File: config.mk
export PLATFORM = sky130hd
export DESIGN_NAME = serial_sub_nand
export DESIGN_NICKNAME = d
export VERILOG_FILES = /design/src/rtl/serial_sub_nand_pkg.sv /design/src/rtl/serial_sub_nand_fs.sv /design/src/rtl/serial_sub_nand.sv
export SDC_FILE = /design/constraint.sdc
export NUM_CORES = 1
export LEC_CHECK = 0
export BUFFER_PORTS_ARGS = -buffer_cell sky130_fd_sc_hd__buf_2
export CORE_UTILIZATION = 56
export CTS_CLUSTER_DIAMETER = 80
export DETAILED_ROUTE_END_ITERATION = 10
export GPL_TIMING_DRIVEN = 0
export PLACE_DENSITY = 0.81
export SLEW_MARGIN = 25
export SYNTH_ARGS = -nofsm -noshare
export SYNTH_HDL_FRONTEND = slang
export SYNTH_SLANG_ARGS = --single-unit
File: constraint.sdc
create_clock -name clk -period 3.1 [get_ports clk]
set_input_delay 0.155 -clock clk [delete_from_list [all_inputs] [get_ports clk]]
set_output_delay 0.155 -clock clk [all_outputs]
set_load 0.03 [all_outputs]
File: src/rtl/serial_sub_nand_pkg.sv
// Shared definitions for the bit-serial NAND subtractor.
// Contents:
//   DEF_WIDTH : default operand width
//   DEF_CNT_W : default bit-counter width (2**DEF_CNT_W > DEF_WIDTH)
//   state_t   : sequencer state encoding; 2'd3 is unused and recovers to IDLE
package serial_sub_nand_pkg;

    localparam int DEF_WIDTH = 4;
    localparam int DEF_CNT_W = 3;

    typedef enum logic [1:0] {
        IDLE = 2'd0,
        RUN  = 2'd1,
        DONE = 2'd2
    } state_t;

endpackage

File: src/rtl/serial_sub_nand_fs.sv
// fs_nand_only: structural one-bit full subtractor built only from nand gates.
// Ports:
//   x   in  1  minuend bit
//   y   in  1  subtrahend bit
//   bin in  1  borrow in
//   d   out 1  difference, x ^ y ^ bin
//   bo  out 1  borrow out, (~x & y) | (~(x ^ y) & bin)
module fs_nand_only (
    input  logic x,
    input  logic y,
    input  logic bin,
    output logic d,
    output logic bo
);

    logic n1_s, n2_s, n3_s, t_s;
    logic m1_s, m2_s, m3_s;
    logic nx_s, tn_s, p_s, q_s;

    // t = x ^ y, classic four-nand XOR
    nand g_n1 (n1_s, x, y);
    nand g_n2 (n2_s, x, n1_s);
    nand g_n3 (n3_s, y, n1_s);
    nand g_t  (t_s, n2_s, n3_s);

    // d = t ^ bin, second four-nand XOR
    nand g_m1 (m1_s, t_s, bin);
    nand g_m2 (m2_s, t_s, m1_s);
    nand g_m3 (m3_s, bin, m1_s);
    nand g_d  (d, m2_s, m3_s);

    // Inverters as single-input nands
    nand g_nx (nx_s, x);
    nand g_tn (tn_s, t_s);

    // bo = ~(~(~x & y) & ~(~t & bin)) = (~x & y) | (~t & bin)
    nand g_p  (p_s, nx_s, y);
    nand g_q  (q_s, tn_s, bin);
    nand g_bo (bo, p_s, q_s);

endmodule

File: src/rtl/serial_sub_nand.sv
// serial_sub_nand: bit-serial N-bit subtractor, diff = a - b mod 2**N, LSB first
// through a single NAND-only full-subtractor cell.
// Ports:
//   clk   in  1  rising-edge clock
//   rst   in  1  synchronous active-high reset
//   start in  1  request, only looked at while idle
//   a     in  N  minuend, captured on accepted start
//   b     in  N  subtrahend, captured on accepted start
//   busy  out 1  high while running and during the done cycle
//   done  out 1  one-cycle pulse, diff/bout valid
//   diff  out N  result, partial while running
//   bout  out 1  final borrow, 1 iff a < b
import serial_sub_nand_pkg::*;

module serial_sub_nand #(
    parameter int N     = DEF_WIDTH,
    parameter int CNT_W = DEF_CNT_W
) (
    input  logic         clk,
    input  logic         rst,
    input  logic         start,
    input  logic [N-1:0] a,
    input  logic [N-1:0] b,
    output logic         busy,
    output logic         done,
    output logic [N-1:0] diff,
    output logic         bout
);

    state_t           state_r;
    state_t           state_nx_s;
    logic [CNT_W-1:0] count_r;
    logic [N-1:0]     a_sh_r;
    logic [N-1:0]     b_sh_r;
    logic [N-1:0]     diff_r;
    logic             borrow_r;
    logic             bout_r;
    logic             busy_r;
    logic             done_r;
    logic             d_s;
    logic             bo_s;
    logic             last_s;
    logic             load_s;
    logic             shift_s;
    logic             fin_s;

    // The only datapath cell: one bit per cycle
    fs_nand_only u_fs (
        .x   (a_sh_r[0]),
        .y   (b_sh_r[0]),
        .bin (borrow_r),
        .d   (d_s),
        .bo  (bo_s)
    );

    assign last_s = (count_r == CNT_W'(N - 1));

    // State register
    always_ff @(posedge clk) begin
        if (rst) begin
            state_r <= IDLE;
        end else begin
            state_r <= state_nx_s;
        end
    end

    // Next-state logic; the unused encoding falls back to IDLE
    always_comb begin
        state_nx_s = state_r;
        case (state_r)
            IDLE:    state_nx_s = start ? RUN : IDLE;
            RUN:     state_nx_s = last_s ? DONE : RUN;
            DONE:    state_nx_s = IDLE;
            default: state_nx_s = IDLE;
        endcase
    end

    // Datapath control decode
    always_comb begin
        load_s  = 1'b0;
        shift_s = 1'b0;
        fin_s   = 1'b0;
        case (state_r)
            IDLE: begin
                load_s = start;
            end
            RUN: begin
                shift_s = 1'b1;
                fin_s   = last_s;
            end
            DONE: begin
                load_s = 1'b0;
            end
            default: begin
                load_s = 1'b0;
            end
        endcase
    end

    // Shift registers, counter, borrow and registered outputs
    always_ff @(posedge clk) begin
        if (rst) begin
            a_sh_r   <= '0;
            b_sh_r   <= '0;
            diff_r   <= '0;
            borrow_r <= 1'b0;
            count_r  <= '0;
            bout_r   <= 1'b0;
            busy_r   <= 1'b0;
            done_r   <= 1'b0;
        end else begin
            // busy/done track the state being entered so they align with it
            busy_r <= (state_nx_s != IDLE);
            done_r <= (state_nx_s == DONE);
            if (load_s) begin
                a_sh_r   <= a;
                b_sh_r   <= b;
                diff_r   <= '0;
                borrow_r <= 1'b0;
                count_r  <= '0;
            end else if (shift_s) begin
                diff_r   <= {d_s, diff_r[N-1:1]};
                a_sh_r   <= a_sh_r >> 1;
                b_sh_r   <= b_sh_r >> 1;
                borrow_r <= bo_s;
                count_r  <= count_r + CNT_W'(1);
            end else begin
                count_r  <= count_r;
            end
            // Final borrow is the cell output of the last processed bit
            if (fin_s) begin
                bout_r <= bo_s;
            end else begin
                bout_r <= bout_r;
            end
        end
    end

    assign busy = busy_r;
    assign done = done_r;
    assign diff = diff_r;
    assign bout = bout_r;

endmodule
==> impl_metrics.py, run 1 <==
metrics = {
    "synthesis": {
        "avgSynthCellArea_um2": 8.979,
        "async_flop_share": 0,
        "synthFlopType": "dfxtp_1",
        "ys_seq_area_frac": 0.4590,
        "ys_warn_count": 0,
        "syn_inst": 102,
        "ys_types": 26,
        "syn_nets": 116,
        "synth_area_um2": 915.9,
        "synth_edf_count": 0,
        "synth-seq-cells": 21,
    },
    "clocking": {
        "hold_buffers": 0,
        "cts.sinks": 21,
        "root_buffer": "clkbuf_4",
        "cts_buffers": 3,
        "cts_max_path_buffers": 2,
        "cts_setup_buffers": 0,
        "cts_tree": "done",
        "path_clk_slew_ns": 0.11,
        "htreeDepth": 1,
        "cts_resized": 0,
        "clk_latency_ns": 0.29,
    },
    "floorplan": {
        "die_h_um": 42.44,
        "num_rows": 14,
        "die_x_um": 42.44,
        "core-area_um2": 1524,
        "io_pins": 18,
        "dieArea_um2": 1801,
        "start_util": 0.6010,
    },
    "grt": {
        "grt_pass1_vias": 677,
        "track_usage": 0.2090,
        "grt_antenna_before_repair": 0,
        "grt_max_degree": 12,
        "grt-ovfl-total": 0,
        "grt_pass1_wl_mm": 2.884,
    },
    "sta": {
        "setup_viol": 0,
        "final_max_slew_viol_count": 0,
        "maxSlewHeadroom": 0.7035,
        "setup_tns_ns": 0,
        "fin_crit_sh": 0.4235,
        "rsz0062_at_grt": "false",
        "finalClockSkew_ns": 0.001141,
        "worst_pin_slew_ns": 0.4448,
        "fin_crit_ns": 1.313,
        "hold_viol_final": 0,
        "fmax_mhz": 761.6,
    },
    "power_and_ir_drop": {
        "leakage_nw": 0.4316,
        "cellPowerDensity_nw_per_um2": 482.7,
        "ir_drop_mv": 0.3558,
    },
    "critical_path": {
        "crit_buf_inv": 3,
        "cp_max_fo": 10,
        "cpMostUsedCell": "buf_6",
        "crit_chain": "buf_6 > or3b_1 > buf_6 > nand2b_2 > buf_6 > nor2_1",
        "critPathMaxStageDelay_ns": 0.36,
        "cp_top_family": "simple AND/OR/NAND/NOR gates",
        "crit_path_start_kind": "flop",
        "end_kind": "flop",
        "cpMaxStageDelayCell": "or3b_1",
        "rr_startpoint": "state_r[0]$_SDFF_PP0_",
        "r2r-end": "count_r[0]$_SDFFE_PP0N_",
        "r2r_setup_slack_ns": 1.79,
        "critPathKind": "reg2reg",
        "cp.arrival_ns": 1.51,
        "ff2ff_path_depth": 6,
        "critical_path_required_ns": 3.30,
    },
    "finish": {
        "final_area_um2": 1047,
        "drive_above_1_share": 0.2764,
        "antenna_cells": 0,
        "fin_nets": 138,
        "area_growth_pct": 14.34,
        "most-common-layout-cells": "dfxtp_1 (21), buf_2 (18), nand2_1 (16), a21oi_1 (14), nor2_1 (12)",
        "final_common_cell": "dfxtp_1",
    },
    "placement": {
        "gp_congestion": 0.7503,
        "portBuffers": 17,
        "hpwl_mm": 1.212,
        "placed_area_um2": 1021,
    },
    "worst_hold_path": {
        "hold_path_depth": 2,
        "hold_path.startpoint": "rst",
        "hold_class": "in2reg",
        "whs_endpoint": "busy$_SDFF_PP0_",
    },
    "routing": {
        "drtAntennaViolNets": 0,
        "via_per_inst": 5.288,
        "vias": 735,
        "drt_iter0_markers": 10,
        "firstDrtPassIters": 4,
        "wl_per_cell_um": 11.88,
        "drc": 0,
        "wl_mm": 1.651,
    },
    "job": {
        "drv_cap": 0,
    },
    "outcome": {
        "status": "complete, no violations",
    },
}
## synthesized netlist by cell type (2+ instances only)
| cell | instances | area [um2] |
|---|---|---|
| dfxtp_1 | 21 | 420.4 |
| nand2_1 | 16 | 60.06 |
| a21oi_1 | 14 | 70.07 |
| nor2_1 | 12 | 45.04 |
| buf_6 | 4 | 45.04 |
| a211oi_1 | 3 | 22.52 |
| inv_1 | 3 | 11.26 |
| nand2b_1 | 3 | 18.77 |
| nor3_1 | 3 | 15.01 |
| or3b_2 | 3 | 26.28 |
| a211oi_2 | 2 | 25.02 |
| ha_1 | 2 | 25.02 |
| nand3_1 | 2 | 10.01 |
| nor2b_1 | 2 | 12.51 |
## layer usage
layer,global-route usage,part of all wire,wire [um]
met2,0.3508,0.48,790
met4,0.09375,0.022,36
met3,0.02586,0.039,64
met5,0,0,0
met1,0.2663,0.46,760
## cell families after synthesis
group / synth area share
AO/OA/AOI/OAI: 0.1571
XOR/XNOR: 0.009565
AND/OR/NAND/NOR: 0.2459
buffers and inverters: 0.07922
flip-flops: 0.4590
adder cells (fa/ha/maj): 0.04918
## metrics by stage
step	setup slack (ns)	std cells	power [W]	utilization	hold WS, ns
after floorplan	1.868	102	0.0003618	-	0.2266
after global placement	1.827	135	0.0003814	0.6700	0.3880
after detailed placement	1.808	135	0.0003843	0.6700	0.3920
after CTS	1.775	139	0.0005068	0.6872	0.08075
after global routing	1.732	139	0.0005301	0.6872	0.07887
final	1.787	139	0.0005055	0.6872	0.07565
## registers in the layout, indices dropped and copies added (netlist names)
| signal | count |
|---|---|
| busy | 1 |
| b_sh_r | 4 |
| borrow_r | 1 |
| diff | 4 |
| state_r | 2 |
| a_sh_r | 4 |
| bout | 1 |
| count_r | 3 |
| done | 1 |
## cell type report
cell class	instances	area, um2
fillers	133	476.7
inverters	3	11.26
repair buffers	17	85.08
plain buffers	7	61.31
multi-input cells	71	422.9
flip-flops and latches	21	420.4
well taps	16	20.02
clock buffers	4	26.28
## where the power goes
part            total, W  switching, W  internal, W
Combinational  0.0000862     0.0000459    0.0000403
Clock           0.000128     0.0000776    0.0000500
Sequential      0.000292    0.00000747     0.000284
## how the worst max path moves through the flow
stage,startpoint,slack [ns],endpoint,cells past startpoint
2_1_floorplan,state_r[0]$_SDFF_PP0_,1.87,count_r[0]$_SDFFE_PP0N_,6
3_3_place_gp,state_r[0]$_SDFF_PP0_,1.83,count_r[0]$_SDFFE_PP0N_,6
3_5_place_dp,state_r[0]$_SDFF_PP0_,1.81,count_r[0]$_SDFFE_PP0N_,6
4_1_cts,state_r[0]$_SDFF_PP0_,1.78,count_r[0]$_SDFFE_PP0N_,6
5_1_grt,state_r[0]$_SDFF_PP0_,1.73,count_r[0]$_SDFFE_PP0N_,6
6_report,state_r[0]$_SDFF_PP0_,1.79,count_r[0]$_SDFFE_PP0N_,6
No activity file was read; power rests on OpenSTA's default activity.
==> inputs of run 2 (changes only) <==
--- a/config.mk
+++ b/config.mk
@@ -6,11 +6,11 @@
 export NUM_CORES = 1
 export LEC_CHECK = 0
 export BUFFER_PORTS_ARGS = -buffer_cell sky130_fd_sc_hd__buf_2
-export CORE_UTILIZATION = 56
+export CORE_UTILIZATION = 52
 export CTS_CLUSTER_DIAMETER = 80
 export DETAILED_ROUTE_END_ITERATION = 10
 export GPL_TIMING_DRIVEN = 0
-export PLACE_DENSITY = 0.81
+export PLACE_DENSITY = 0.76
 export SLEW_MARGIN = 25
 export SYNTH_ARGS = -nofsm -noshare
 export SYNTH_HDL_FRONTEND = slang
==> constraint.sdc (replaced) <==
create_clock -name clk -period 1.3 [get_ports clk]
set_input_delay 0.065 -clock clk [delete_from_list [all_inputs] [get_ports clk]]
set_output_delay 0.065 -clock clk [all_outputs]
set_load 0.03 [all_outputs]
==> run 2 against run 1 <==
Against the previous run:
- the run now ends with hold timing left
- sequential cell count unchanged
- register-to-register slack got worse by 1.7 ns
- clock power increased by 140%
- worst hold slack got worse by 0.076 ns
- final area increased by 2.3%
- cell count increased by 1.4%
- fmax increased by 4.6%
- sequential share of layout area decreased by 0.42 points
- wire length decreased by 7.1%
- first-iteration DRC count unchanged
- total power increased by 140%
- count of clock-buffer cells in the layout unchanged
- critical path type unchanged
- critical endpoint is now count_r[1]$_SDFFE_PP0N_
- largest power group unchanged
==> impl_metrics.py, run 2 (synthesized netlist as in run 1, its figures left out) <==
metrics = {
    "placement": {
        "hpwl_mm": 1.148,
        "gp_congestion": 0.7198,
        "preCtsSetupSlack_ns": 0.01198,
        "portBuffers": 17,
        "placed_area_um2": 1021,
    },
    "clocking": {
        "cts.sinks": 21,
        "htreeDepth": 1,
        "cts_tree": "done",
        "cts_max_path_buffers": 2,
        "path_clk_slew_ns": 0.11,
        "root_buffer": "clkbuf_4",
        "clk_latency_ns": 0.29,
        "cts_buffers": 3,
    },
    "routing": {
        "drtAntennaViolNets": 0,
        "wl_mm": 1.533,
        "drt_iter0_markers": 10,
        "wl_per_cell_um": 10.87,
        "vias": 734,
        "drc": 0,
        "firstDrtPassIters": 6,
        "via_per_inst": 5.206,
    },
    "critical_path": {
        "crit_buf_inv": 2,
        "crit_path_start_kind": "flop",
        "cpMaxStageDelayCell": "dfxtp_4",
        "critPathKind": "reg2reg",
        "cpMostUsedCell": "buf_6",
        "cp_top_family": "simple AND/OR/NAND/NOR gates",
        "cp_max_fo": 10,
        "cp.arrival_ns": 1.45,
        "crit_chain": "or3b_4 > buf_6 > nand2b_2 > buf_6 > a21oi_1",
        "critPathMaxStageDelay_ns": 0.39,
        "end_kind": "flop",
        "critical_path_required_ns": 1.50,
    },
    "finish": {
        "most-common-layout-cells": "dfxtp_1 (19), buf_2 (18), nand2_1 (16), a21oi_1 (14), nor2_1 (12)",
        "filler_cell_count": 129,
        "ff_latch_area_um2": 425.4,
        "drive_above_1_share": 0.2960,
        "final_common_cell": "dfxtp_1",
        "fin_nets": 140,
        "antenna_cells": 0,
        "final_area_um2": 1071,
        "multi_input_area_um2": 425.4,
        "area_growth_pct": 16.94,
    },
    "sta": {
        "fmax_mhz": 796.5,
        "finalClockSkew_ns": 0.003952,
        "fin_crit_ns": 1.256,
        "rsz0062_at_grt": "false",
        "maxSlewHeadroom": 0.7298,
        "worst_pin_slew_ns": 0.4053,
        "hold_ws_ns": -0.0004991,
        "finalWorstSetupSlack_ns": 0.04447,
        "setup_viol": 0,
        "setup_tns_ns": 0,
        "hold_viol_final": 1,
        "final_max_slew_viol_count": 0,
        "fin_crit_sh": 0.9658,
    },
    "floorplan": {
        "io_pins": 18,
        "die_h_um": 43.97,
        "dieArea_um2": 1933,
        "start_util": 0.5810,
        "core-area_um2": 1577,
        "num_rows": 14,
        "die_x_um": 43.97,
    },
    "power_and_ir_drop": {
        "leakage_nw": 0.4402,
        "cellPowerDensity_nw_per_um2": 1128,
        "ir_drop_mv": 0.6340,
        "power_w": 0.001209,
    },
    "worst_hold_path": {
        "hold_class": "in2reg",
    },
    "job": {
        "drv_cap": 0,
    },
    "grt": {
        "track_usage": 0.1953,
        "grt_pass1_wl_mm": 2.773,
        "grt_max_degree": 12,
        "grt-ovfl-total": 0,
        "grt_pass1_vias": 654,
        "grt_antenna_before_repair": 0,
    },
    "outcome": {
        "violations": "hold timing",
        "status": "finished, violations left",
    },
}
## run 2: changes by cell type in the layout (fill, tap and decap cells not counted), sizes merged
cell         previous run  this run
dlygate4sd3             0         2
## run 2: worst min-delay path: stages
cell,delay [ns]
buf_2,0.09
nand2_1,0.04
a21oi_1,0.05
## run 2: power breakdown
| part | switching (W) | leakage (nW) | internal (W) | total (W) |
|---|---|---|---|---|
| logic | 0.000103 | 0.252 | 0.000100 | 0.000204 |
| clock network | 0.000186 | 0.0150 | 0.000119 | 0.000306 |
| registers | 0.0000214 | 0.173 | 0.000678 | 0.000699 |
| total | 0.000311 | 0.440 | 0.000897 | 0.00121 |
## run 2: cell type report
type                            count  share of cell area
Timing Repair Buffer               20              0.1051
Clock buffer                        4             0.02453
Inverter                            3             0.01051
Tap cell                           16             0.01869
Sequential cell                    21              0.3972
Buffer                              6             0.04673
Multi-Input combinational cell     71              0.3972
## run 2: stage by stage
stage | utilization | cells | hold slack [ns]
CTS | 0.6706 | 140 | 0.001480
floorplan | - | 102 | 0.1366
finish | 0.6794 | 141 | -0.0004991
detailed placement | 0.6476 | 135 | 0.3095
global placement | 0.6476 | 135 | 0.3009
global route | 0.6794 | 141 | 0.0004014
## run 2: repair_timing
action                     4_1_cts  5_1_grt
gates resized for setup          1        3
buffers inserted                 0        1
pin swaps                        1        0
hold buffers                     2        0
setup endpoints to repair        5       11
hold endpoints to repair         4        0
## run 2: worst paths after layout
check | start | end | slack, ns | cells past startpoint
min reg2reg | a_sh_r[2]$_SDFFE_PP0P_ | a_sh_r[1]$_SDFFE_PP0P_ | 0.47 | 2
min | a[3] | a_sh_r[3]$_SDFFE_PP0P_ | -0.0005 | 3
max reg2reg | state_r[0]$_SDFF_PP0_ | count_r[1]$_SDFFE_PP0N_ | 0.04 | 5
max | state_r[0]$_SDFF_PP0_ | count_r[1]$_SDFFE_PP0N_ | 0.04 | 5
## run 2: routing by layer
metal / up-vias / part of all wire / wire length [um] / GRT usage
met5: - / 0 / 0 / 0
met4: 0 / 0.018 / 28 / 0.09091
met3: 4 / 0.042 / 64 / 0.03750
met2: 15 / 0.46 / 711 / 0.3104
met1: 331 / 0.48 / 729 / 0.2565
li1: 384 / - / - / -
==> inputs of run 3 (changes only) <==
--- a/config.mk
+++ b/config.mk
@@ -11,6 +11,7 @@
 export DETAILED_ROUTE_END_ITERATION = 10
 export GPL_TIMING_DRIVEN = 0
 export PLACE_DENSITY = 0.76
+export SETUP_SLACK_MARGIN = 0.3
 export SLEW_MARGIN = 25
 export SYNTH_ARGS = -nofsm -noshare
 export SYNTH_HDL_FRONTEND = slang
==> run 3 against run 2 <==
Against the previous run:
- the flow finishes with violations (DRC)
- register-to-register slack worse by 0.04 ns
- highest routed layer unchanged
- utilization is 9.0 points higher
- worst setup slack worse by 0.041 ns
- final area increased by 13%
- sequential power hardly changed
==> impl_metrics.py, run 3 (synthesized netlist as in run 1, its figures left out) <==
metrics = {
    "clocking": {
        "path_clk_slew_ns": 0.10,
        "htreeDepth": 1,
        "root_buffer": "clkbuf_4",
        "cts_max_path_buffers": 2,
        "cts_buffers": 3,
        "clk_latency_ns": 0.30,
        "cts.sinks": 21,
        "cts_tree": "done",
    },
    "outcome": {
        "status": "finished, violations left",
        "violations": "DRC",
    },
    "sta": {
        "fin_crit_sh": 0.9976,
        "final_max_slew_viol_count": 0,
        "hold_viol_final": 0,
        "setup_viol": 0,
        "fin_crit_ns": 1.297,
        "setup_tns_ns": 0,
        "finalClockSkew_ns": 0.01244,
        "fmax_mhz": 771.1,
        "rsz0062_at_grt": "true",
        "maxSlewHeadroom": 0.6396,
        "worst_pin_slew_ns": 0.5406,
    },
    "placement": {
        "gp_congestion": 0.7194,
        "portBuffers": 17,
        "hpwl_mm": 1.114,
        "placed_area_um2": 1030,
    },
    "routing": {
        "via_per_inst": 5.230,
        "wl_per_cell_um": 13.19,
        "vias": 774,
        "firstDrtPassIters": 9,
        "drtAntennaViolNets": 0,
        "drc": 1,
        "wl_mm": 1.952,
        "drt_iter0_markers": 17,
    },
    "critical_path": {
        "cp.arrival_ns": 1.50,
        "r2r-end": "count_r[0]$_SDFFE_PP0N_",
        "ff2ff_path_depth": 6,
        "r2r_setup_slack_ns": 0.003,
        "cp_max_fo": 8,
        "end_kind": "flop",
        "crit_path_start_kind": "flop",
        "critical_path_required_ns": 1.50,
        "critPathKind": "reg2reg",
        "rr_startpoint": "state_r[0]$_SDFF_PP0_",
    },
    "floorplan": {
        "die_h_um": 43.97,
        "die_x_um": 43.97,
        "num_rows": 14,
        "start_util": 0.5810,
        "dieArea_um2": 1933,
        "io_pins": 18,
        "core-area_um2": 1577,
    },
    "finish": {
        "fin_nets": 147,
        "final_common_cell": "buf_2",
        "antenna_cells": 0,
        "filler_cell_count": 106,
        "area_growth_pct": 32.51,
        "drive_above_1_share": 0.4545,
        "utilization": 0.7698,
        "final_area_um2": 1214,
        "most-common-layout-cells": "buf_2 (18), dfxtp_1 (17), nand2_1 (15), nor2_1 (10), a21oi_1 (8)",
    },
    "grt": {
        "grt_antenna_before_repair": 0,
        "track_usage": 0.2220,
        "grt_pass1_wl_mm": 3.111,
        "grt-ovfl-total": 0,
        "grt_max_degree": 12,
        "grt_pass1_vias": 741,
    },
    "power_and_ir_drop": {
        "leakage_nw": 0.5004,
        "cellPowerDensity_nw_per_um2": 1046,
        "ir_drop_mv": 0.7721,
    },
    "worst_hold_path": {
        "hold_class": "in2reg",
        "whs_endpoint": "a_sh_r[1]$_SDFFE_PP0P_",
        "hold_path_depth": 3,
        "hold_path.startpoint": "a[1]",
    },
    "job": {
        "drv_cap": 0,
    },
}
==> run 3: cell count changes in the layout (fill, tap and decap cells not counted), sizes merged <==
cell | before | now
buf | 23 | 29
dlygate4sd3 | 2 | 3
==> run 3: worst max-delay path: stages, from the launching register on <==
cell      delay (ns)
dfxtp_2         0.34
buf_6           0.12
or3b_1          0.36
buf_6           0.15
nand2b_4        0.07
buf_8           0.12
nor2_1          0.05
==> run 3: metrics by stage <==
step	cells	power, W	hold slack [ns]	setup slack (ns)
after floorplan	102	0.0008669	0.1366	0.07107
after global placement	135	0.0009122	0.2996	0.02693
after detailed placement	135	0.0009178	0.3097	0.01731
after CTS	146	0.001244	0.03556	0.003463
after global routing	148	0.001337	0.06605	-0.04138
final	148	0.001269	0.06101	0.003159
==> run 3: what timing repair did <==
action | 4_1_cts | 5_1_grt
setup endpoints to repair | 20 | 20
setup buffers | 2 | 2
hold buffers | 3 | 0
cloned | 2 | 0
hold endpoints to repair | 5 | 0
gates resized for setup | 11 | 15
pin swaps | 3 | 2
==> run 3: layout make-up <==
class	instances	area (um2)	share of cell area
buffer	7	67.56	0.05567
clock buffer	4	26.28	0.02165
inverter	3	11.26	0.009278
multi-input combinational	71	499.2	0.4113
sequential	21	427.9	0.3526
tap	16	20.02	0.01649
timing repair buffer	26	161.4	0.1330
==> run 3: worst max-delay path by stage <==
stage                     startpoint                       to  cells past startpoint  slack, ns
2_1_floorplan  state_r[0]$_SDFF_PP0_  count_r[0]$_SDFFE_PP0N_                      6       0.07
3_3_place_gp   state_r[0]$_SDFF_PP0_  count_r[0]$_SDFFE_PP0N_                      6       0.03
3_5_place_dp   state_r[0]$_SDFF_PP0_     diff[1]$_SDFFE_PP0N_                      6       0.02
4_1_cts        state_r[0]$_SDFF_PP0_  count_r[0]$_SDFFE_PP0N_                      6      0.003
5_1_grt        state_r[0]$_SDFF_PP0_  count_r[1]$_SDFFE_PP0N_                      6      -0.04
6_report       state_r[0]$_SDFF_PP0_  count_r[0]$_SDFFE_PP0N_                      6      0.003
==> run 3: where the power goes <==
part / switching, W / internal [W]
clock: 0.000191 / 0.000120
sequential: 0.0000203 / 0.000678
combinational: 0.000134 / 0.000128
total: 0.000344 / 0.000925
==> run 3: per-layer routing <==
metal | GRT usage | wire length (um) | share of wire
met4 | 0.07273 | 13 | 0.0067
met3 | 0.05000 | 69 | 0.035
met5 | 0 | 0 | 0
met1 | 0.2713 | 920 | 0.47
met2 | 0.3851 | 948 | 0.49
